$ cat src/rtl/pcie_symbol_lock_ctrl.sv
// Receive-lane symbol-lock controller: acquires lock on a run of COM symbols,
// tracks code errors while locked and pulses the SIPO reset to force re-search.
module pcie_symbol_lock_ctrl #(
  parameter int                    DATA_WIDTH     = 10,
  parameter logic [DATA_WIDTH-1:0] COMMA_RDN      = 10'b0011111010,
  parameter logic [DATA_WIDTH-1:0] COMMA_RDP      = 10'b1100000101,
  parameter int                    LOCK_COMMAS    = 4,
  parameter int                    ACQ_TIMEOUT    = 64,
  parameter int                    ERR_LIMIT      = 4,
  parameter int                    GOOD_RUN       = 16,
  parameter int                    REALIGN_CYCLES = 4
) (
  input  logic                           clk,
  input  logic                           reset_n,
  input  logic                           sipo_allign,
  input  logic [DATA_WIDTH-1:0]          sym_in,
  input  logic                           sym_valid,
  input  logic                           sym_err,
  output logic                           realign_req,
  output logic                           symbol_lock,
  output logic [$clog2(ERR_LIMIT+1)-1:0] err_cnt,
  output logic [7:0]                     lock_loss_cnt
);

  localparam int COM_W  = $clog2(LOCK_COMMAS + 1);
  localparam int ACQ_W  = $clog2(ACQ_TIMEOUT + 1);
  localparam int ERR_W  = $clog2(ERR_LIMIT + 1);
  localparam int GOOD_W = $clog2(GOOD_RUN + 1);
  localparam int RL_W   = $clog2(REALIGN_CYCLES + 1);

  localparam logic [COM_W-1:0]  COM_LAST  = COM_W'(LOCK_COMMAS - 1);
  localparam logic [ACQ_W-1:0]  ACQ_LAST  = ACQ_W'(ACQ_TIMEOUT - 1);
  localparam logic [ERR_W-1:0]  ERR_LAST  = ERR_W'(ERR_LIMIT - 1);
  localparam logic [GOOD_W-1:0] GOOD_LAST = GOOD_W'(GOOD_RUN - 1);
  localparam logic [RL_W-1:0]   RL_LAST   = RL_W'(REALIGN_CYCLES - 1);

  typedef enum logic [1:0] {
    UNLOCKED = 2'd0,
    ACQUIRE  = 2'd1,
    LOCKED   = 2'd2,
    REALIGN  = 2'd3
  } state_t;

  state_t              state, next_state;
  logic [COM_W-1:0]    com_cnt, com_nxt;
  logic [ACQ_W-1:0]    acq_cnt, acq_nxt;
  logic [GOOD_W-1:0]   good_cnt, good_nxt;
  logic [RL_W-1:0]     rl_cnt, rl_nxt;
  logic [ERR_W-1:0]    err_nxt;
  logic [7:0]          loss_nxt;
  logic                sym_evt;
  logic                is_com;

  assign sym_evt = sym_valid & sipo_allign;
  assign is_com  = (sym_in == COMMA_RDN) || (sym_in == COMMA_RDP);

  always_ff @(posedge clk or negedge reset_n) begin
    if (!reset_n) state <= UNLOCKED;
    else          state <= next_state;
  end

  // Loss of SIPO alignment outranks any same-cycle symbol, errors included.
  always_comb begin
    next_state = state;
    case (state)
      UNLOCKED: if (sipo_allign) next_state = ACQUIRE;
      ACQUIRE: begin
        if (!sipo_allign) next_state = UNLOCKED;
        else if (sym_evt) begin
          if (sym_err)                   next_state = REALIGN;
          else if (is_com) begin
            if (com_cnt == COM_LAST)     next_state = LOCKED;
          end else if (acq_cnt == ACQ_LAST) next_state = REALIGN;
        end
      end
      LOCKED: begin
        if (!sipo_allign) next_state = UNLOCKED;
        else if (sym_evt && sym_err && (err_cnt == ERR_LAST)) next_state = REALIGN;
      end
      REALIGN: if (rl_cnt == RL_LAST) next_state = UNLOCKED;
      default: next_state = UNLOCKED;
    endcase
  end

  // Every state change starts the new state with clean counters.
  always_comb begin
    com_nxt  = com_cnt;
    acq_nxt  = acq_cnt;
    good_nxt = good_cnt;
    err_nxt  = err_cnt;
    rl_nxt   = '0;
    loss_nxt = lock_loss_cnt;
    if (next_state != state) begin
      com_nxt  = '0;
      acq_nxt  = '0;
      good_nxt = '0;
      err_nxt  = '0;
    end else begin
      case (state)
        ACQUIRE: if (sym_evt) begin
          if (is_com) begin
            com_nxt = com_cnt + 1'b1;
            acq_nxt = '0;
          end else begin
            acq_nxt = acq_cnt + 1'b1;
          end
        end
        LOCKED: if (sym_evt) begin
          if (sym_err) begin
            err_nxt  = err_cnt + 1'b1;
            good_nxt = '0;
          end else if (good_cnt == GOOD_LAST) begin
            good_nxt = '0;
            if (err_cnt != '0) err_nxt = err_cnt - 1'b1;
          end else begin
            good_nxt = good_cnt + 1'b1;
          end
        end
        REALIGN: rl_nxt = rl_cnt + 1'b1;
        default: ;
      endcase
    end
    if ((state == LOCKED) && (next_state != LOCKED) && (lock_loss_cnt != 8'hFF))
      loss_nxt = lock_loss_cnt + 8'd1;
  end

  always_ff @(posedge clk or negedge reset_n) begin
    if (!reset_n) begin
      com_cnt       <= '0;
      acq_cnt       <= '0;
      good_cnt      <= '0;
      rl_cnt        <= '0;
      err_cnt       <= '0;
      lock_loss_cnt <= '0;
      symbol_lock   <= 1'b0;
      realign_req   <= 1'b0;
    end else begin
      com_cnt       <= com_nxt;
      acq_cnt       <= acq_nxt;
      good_cnt      <= good_nxt;
      rl_cnt        <= rl_nxt;
      err_cnt       <= err_nxt;
      lock_loss_cnt <= loss_nxt;
      symbol_lock   <= (next_state == LOCKED);
      realign_req   <= (next_state == REALIGN);
    end
  end

endmodule
$ cat config.mk
export PLATFORM = sky130hd
export DESIGN_NAME = pcie_symbol_lock_ctrl
export DESIGN_NICKNAME = d
export VERILOG_FILES = /design/src/rtl/pcie_symbol_lock_ctrl.sv
export SDC_FILE = /design/constraint.sdc
export NUM_CORES = 1
export LEC_CHECK = 0
export CORE_MARGIN = 3
export CORE_UTILIZATION = 30
export DETAILED_ROUTE_END_ITERATION = 7
export SYNTH_ARGS = -nofsm -noshare
export SYNTH_HDL_FRONTEND = slang
export SYNTH_SLANG_ARGS = --single-unit
$ cat constraint.sdc
create_clock -name clk -period 2.95 [get_ports clk]
set_clock_uncertainty 0.1 [all_clocks]
set_input_delay 0.295 -clock clk [delete_from_list [all_inputs] [get_ports clk]]
set_output_delay 0.295 -clock clk [all_outputs]
set_load 0.005 [all_outputs]
# Word level (Yosys, flattened, before mapping)
# Cells that the tools add are included.
[totals]
out_inout_bits = 13
regBits = 33
elab_cells = 81
in_bits = 15
[op_classes]
reduce_logical = 17
eq_ne = 15
add_sub_neg = 7
muxes = 32
bitwise = 1
[op_table]
columns = ["cell", "count"]
rows = [
  ["$mux 3", 12],
  ["$mux 7", 4],
  ["$mux 5", 5],
  ["$mux 2", 10],
  ["$eq 10x10->1 const B", 1],
  ["$eq 10x8->1 const B", 1],
  ["$add 3x1->3 const B", 3],
  ["$eq 3x2->1 const B", 3],
  ["$reduce_bool 3->1", 3],
  ["$add 8x1->8 const B", 1],
  ["$eq 2x2->1 const B", 4],
  ["$ne 8x8->1 const B", 1],
  ["$pmux 2 s4", 1],
  ["$reduce_bool 2->1", 4],
  ["$add 7x1->7 const B", 1],
  ["$eq 7x6->1 const B", 1],
  ["$add 5x1->5 const B", 1],
  ["$eq 5x4->1 const B", 1],
  ["$logic_and 1x1->1", 4],
  ["$reduce_and 2->1", 2],
  ["$reduce_and 4->1", 1],
  ["$reduce_and 3->1", 1],
  ["$sub 3x1->3 const B", 1],
  ["$eq 2x1->1 const B", 1],
  ["other kinds (5)", 5],
]

# Longest topological paths before layout
[depth]
depth_word = 10
depth_mapped = 9
ltp_nobuf = 9

# Worst setup path after synthesis
# No wires, ideal clock.
[synth_timing]
path_kind = "register -> register"
from = "register rl_cnt[0]"
to = "register lock_loss_cnt[1]"
setup_ns = 0.125
stages_incl_launch_ff = 9
path_buffers = 0
required_ns = 2.725
setup_slack_ns = 0.829
arrival_time_ns = 1.896
period_less_slack_ns = 2.121
path_cell_list = "dfrtp_1 -> ha_1 -> ha_1 -> nor2b_1 -> o21ai_0 -> nand2_1 -> o31ai_4 -> o21ai_4 -> mux2_2"
[synth_via]
elab_chain_len = 6
[synth_rtl]
columns = ["item", "line_no", "text"]
rows = [
  ["start: declaration", "48", "logic [RL_W-1:0] rl_cnt, rl_nxt;"],
  ["start signal: assignment", "141", "rl_cnt <= rl_nxt;"],
  ["$eq 3x2->1", "80", "REALIGN: if (rl_cnt == RL_LAST) next_state = UNLOCKED;"],
  ["$mux 2", "80", ""],
  ["$pmux 2 s4", "65", "case (state)"],
  ["$ne 2x2->1", "123", "if ((state == LOCKED) && (next_state != LOCKED) && (lock_loss_cnt != 8'hFF))"],
  ["$logic_and 1x1->1 (2 in a row)", "123", ""],
  ["end signal: assignment", "143", "lock_loss_cnt <= loss_nxt;"],
  ["end: declaration", "22", "output logic [7:0] lock_loss_cnt"],
]
# Every way passes these cells.
# A chain may end at the register's enable or synchronous reset.

# Worst setup path in the final report
[layout_timing]
from = "input port sym_in[7]"
to = "register lock_loss_cnt[1]"
[layout_via]
elab_chain_len = 10
word_cells_on_any_way = 11
cone_classes = "3 x eq/ne; 5 x mux; 3 x reduce/logical"
[layout_rtl]
columns = ["item", "line_no", "text"]
rows = [
  ["start: declaration", "16", "input logic [DATA_WIDTH-1:0] sym_in,"],
  ["$eq 10x8->1 or $eq 10x10->1 (tied branches)", "55", "assign is_com = (sym_in == COMMA_RDN) || (sym_in == COMMA_RDP);"],
  ["$logic_or 1x1->1 *", "55", ""],
  ["$mux 2 *", "71", "else if (is_com) begin"],
  ["$mux 2 *", "70", "if (sym_err) next_state = REALIGN;"],
  ["$mux 2 *", "69", "else if (sym_evt) begin"],
  ["$mux 2 *", "68", "if (!sipo_allign) next_state = UNLOCKED;"],
  ["$pmux 2 s4 *", "65", ""],
  ["$ne 2x2->1 *", "123", ""],
  ["$logic_and 1x1->1 * (2 in a row)", "123", ""],
]
# Mark *: on every way between the ends. The rest lies on a longest branch, timed or not.

==> impl_metrics.py <==
metrics = {
    "timing": {
        "rsz0062_at_grt": "false",
        "tightest_slew_ns": 0.414,
        "period_needed_ns": 2.43,
        "fin_ws_ns": 0.516,
        "fin_crit_sh": 0.825,
        "slew_headroom": 0.722,
        "slew_viol_final": 0,
        "setup_viol": 0,
        "hold_viol": 0,
        "fmax_mhz": 411,
        "fin_setup_tns_ns": 0,
    },
    "floorplan": {
        "die_height_um": 85.8,
        "num_rows": 28,
        "ios": 28,
        "initial_utilization": 0.317,
        "core_um2": 6030,
        "dieArea_um2": 7350,
        "die_w_um": 85.8,
    },
    "synth": {
        "synth_seq_area_share": 0.433,
        "yosysTopAreaCell": "dfrtp_1",
        "muxShareOfSynthArea": 0.0216,
        "synth_compound_area_frac": 0.184,
        "synth.distinct_cells": 47,
        "synth_nets": 223,
        "yosys-top-cells-area": "dfrtp_1, nor2_1, ha_1",
        "synth_flop_cell": "dfrtp_1",
        "synth.most_common_cell": "dfrtp_1",
        "avgSynthCellArea_um2": 9.54,
        "ys_ff_latch": 33,
        "synth_common_cells": "dfrtp_1, nor2_1, nand2_1",
        "synth_fa_ha_area_frac": 0.0564,
        "yosysWarnings": 0,
        "synthCells": 200,
        "synth-simple-area-share": 0.241,
        "yosys.area_share.xor_xnor": 0.0367,
        "synth_top_family_by_area": "simple AND/OR/NAND/NOR gates",
        "synth_top_area_frac": 0.433,
        "ys_async_sr_fraction": 1.00,
        "synth_edf_count": 0,
        "syn_area_um2": 1910,
    },
    "setup_path": {
        "worstPathRequired_ns": 3.02,
        "cp-startpoint": "sym_in[7]",
        "critPathMaxFanout": 7,
        "critPathKind": "primary input to flip-flop",
        "startpoint_type": "primary input",
        "end_kind": "flip-flop",
        "r2r_end": "lock_loss_cnt[1]",
        "r2r_cells": 8,
        "arrival_ns": 2.50,
        "ff2ff_setup_slack_ns": 0.61,
        "timing.rr.start": "rl_cnt[0]",
        "critPathCapture": "lock_loss_cnt[1]",
    },
    "global_route": {
        "grt_max_degree": 34,
        "track_usage": 0.119,
        "grt_pass1_vias": 1512,
        "overflow": 0,
        "grt_first_pass_wirelength_um": 7100,
        "antenna_found_initial": 0,
    },
    "clock_tree": {
        "h-tree-depth": 2,
        "cts_buffers": 5,
        "path_clk_slew_ns": 0.07,
        "cts_setup_buffers": 0,
        "cts_resized": 0,
        "cts_root_buf": "clkbuf_8",
        "cts_tree": "built",
        "cts_buffer_depth": 2,
        "cts.sinks": 33,
        "postCtsHoldBufs": 0,
        "insertion_delay_ns": 0.28,
    },
    "final_layout": {
        "n_fill_cell": 632,
        "area_delta_synth_final_pct": 26.8,
        "multi_input_area_um2": 1030,
        "layout-drive-gt1-share": 0.109,
        "regArea_um2": 826,
        "nNetsFinal": 260,
        "antenna_cells": 0,
    },
    "run_status": {
        "status": "complete, no violations",
    },
    "route": {
        "routed_via_density": 4.99,
        "wl_per_cell_um": 12.6,
        "vias": 1561,
        "ant_nets": 0,
        "post-route-drc-count": 0,
        "drt-pass1-iter-count": 4,
        "routed_wl_um": 3940,
        "drtIter0Drc": 52,
    },
    "power": {
        "p_comb_frac": 0.268,
        "p_sw_w": 0.000413,
        "clkPwrFrac": 0.322,
        "p_per_area_nw_per_um2": 563,
        "internal-power_w": 0.000949,
        "cellLeakagePower_nw": 1.01,
        "seqPwrFrac": 0.410,
        "netSwitchingFraction": 0.303,
        "ir_drop_mv": 0.273,
    },
    "job": {
        "maxCapViolCount": 0,
    },
    "placed_design": {
        "port_buffers": 27,
        "finalWeightedCongestion": 0.793,
        "place_hpwl_um": 2940,
        "dp_slack_ns": 0.213,
    },
    "min_path": {
        "holdCritPathClass": "primary input to asynchronous set/reset pin",
    },
}
==> flip-flops by register name, summed over array words and instances, names as in the netlist <==
register and cells:
symbol_lock 1, good_cnt 5, state 2, lock_loss_cnt 8, rl_cnt 3, acq_cnt 7, realign_req 1, err_cnt 3
com_cnt 3
==> logic make-up after synthesis <==
logic type               Yosys count
multiplexers                       4
adder cells (fa/ha/maj)            8
XOR/XNOR                           8
flip-flops                        33
AO/OA/AOI/OAI                     44
AND/OR/NAND/NOR                   90
buffers and inverters             13
==> metal layers <==
metal	global-route usage	vias up	wire (um)
li1	-	781	-
met2	0.178	34	1740
met4	0.0345	0	54
met1	0.169	739	1940
met3	0.0317	7	201
met5	0	-	0
==> placed cells by master (no fill, tap or decap), types with 3 or more instances in the layout <==
master / count
xor2_1: 6
nor2_1: 30
nand3_1: 14
dfrtp_1: 33
a21oi_1: 12
o21ai_0: 10
clkbuf_8: 6
inv_1: 10
ha_1: 7
nand2_1: 19
clkdlybuf4s50_1: 27
buf_4: 6
mux2i_1: 3
and3_1: 3
a31oi_1: 3
nor2b_1: 4
==> metrics by stage <==
stage | cells | power [W] | utilization | instance area [um2] | hold slack [ns]
6_report | 313 | 0.00136 | 0.401 | 2420 | 0.318
5_1_grt | 313 | 0.00145 | 0.401 | 2420 | 0.350
4_1_cts | 313 | 0.00138 | 0.401 | 2420 | 0.333
3_5_place_dp | 305 | 0.000936 | 0.382 | 2300 | 0.328
3_3_place_gp | 305 | 0.000932 | 0.382 | 2300 | 0.328
2_1_floorplan | 200 | 0.000777 | - | 1910 | -0.101
==> worst min-delay path by stage <==
stage          cells past startpoint          end      start
2_1_floorplan                      0   acq_cnt[0]    reset_n
3_3_place_gp                       1    rl_cnt[0]  rl_cnt[0]
3_5_place_dp                       1    rl_cnt[0]  rl_cnt[0]
4_1_cts                            2  good_cnt[0]    reset_n
5_1_grt                            2  good_cnt[0]    reset_n
6_report                           2  good_cnt[1]    reset_n
==> power by group through the flow <==
stage | clock network, W | logic (W) | registers [W]
after detailed placement | 0 | 0.000370 | 0.000566
after global placement | 0 | 0.000366 | 0.000566
after CTS | 0.000448 | 0.000371 | 0.000559
final | 0.000438 | 0.000365 | 0.000558
after global routing | 0.000471 | 0.000410 | 0.000568
after floorplan | 0 | 0.000224 | 0.000552
==> critical path, stage by stage <==
cell	delay [ns]
clkdlybuf4s50_1	0.48
nand4_1	0.10
or3_4	0.38
o32ai_4	0.34
a41oi_2	0.22
o21ai_4	0.31
mux2_2	0.37
==> layout make-up <==
| class | count | area share |
|---|---|---|
| Tap cell | 75 | 0.0388 |
| Clock buffer | 7 | 0.0357 |
| Timing Repair Buffer | 33 | 0.130 |
| Sequential cell | 33 | 0.341 |
| Multi-Input combinational cell | 154 | 0.426 |
| Inverter | 10 | 0.0155 |
| Clock inverter | 1 | 0.0124 |
Note: power is estimated with default switching activity, not from simulation.
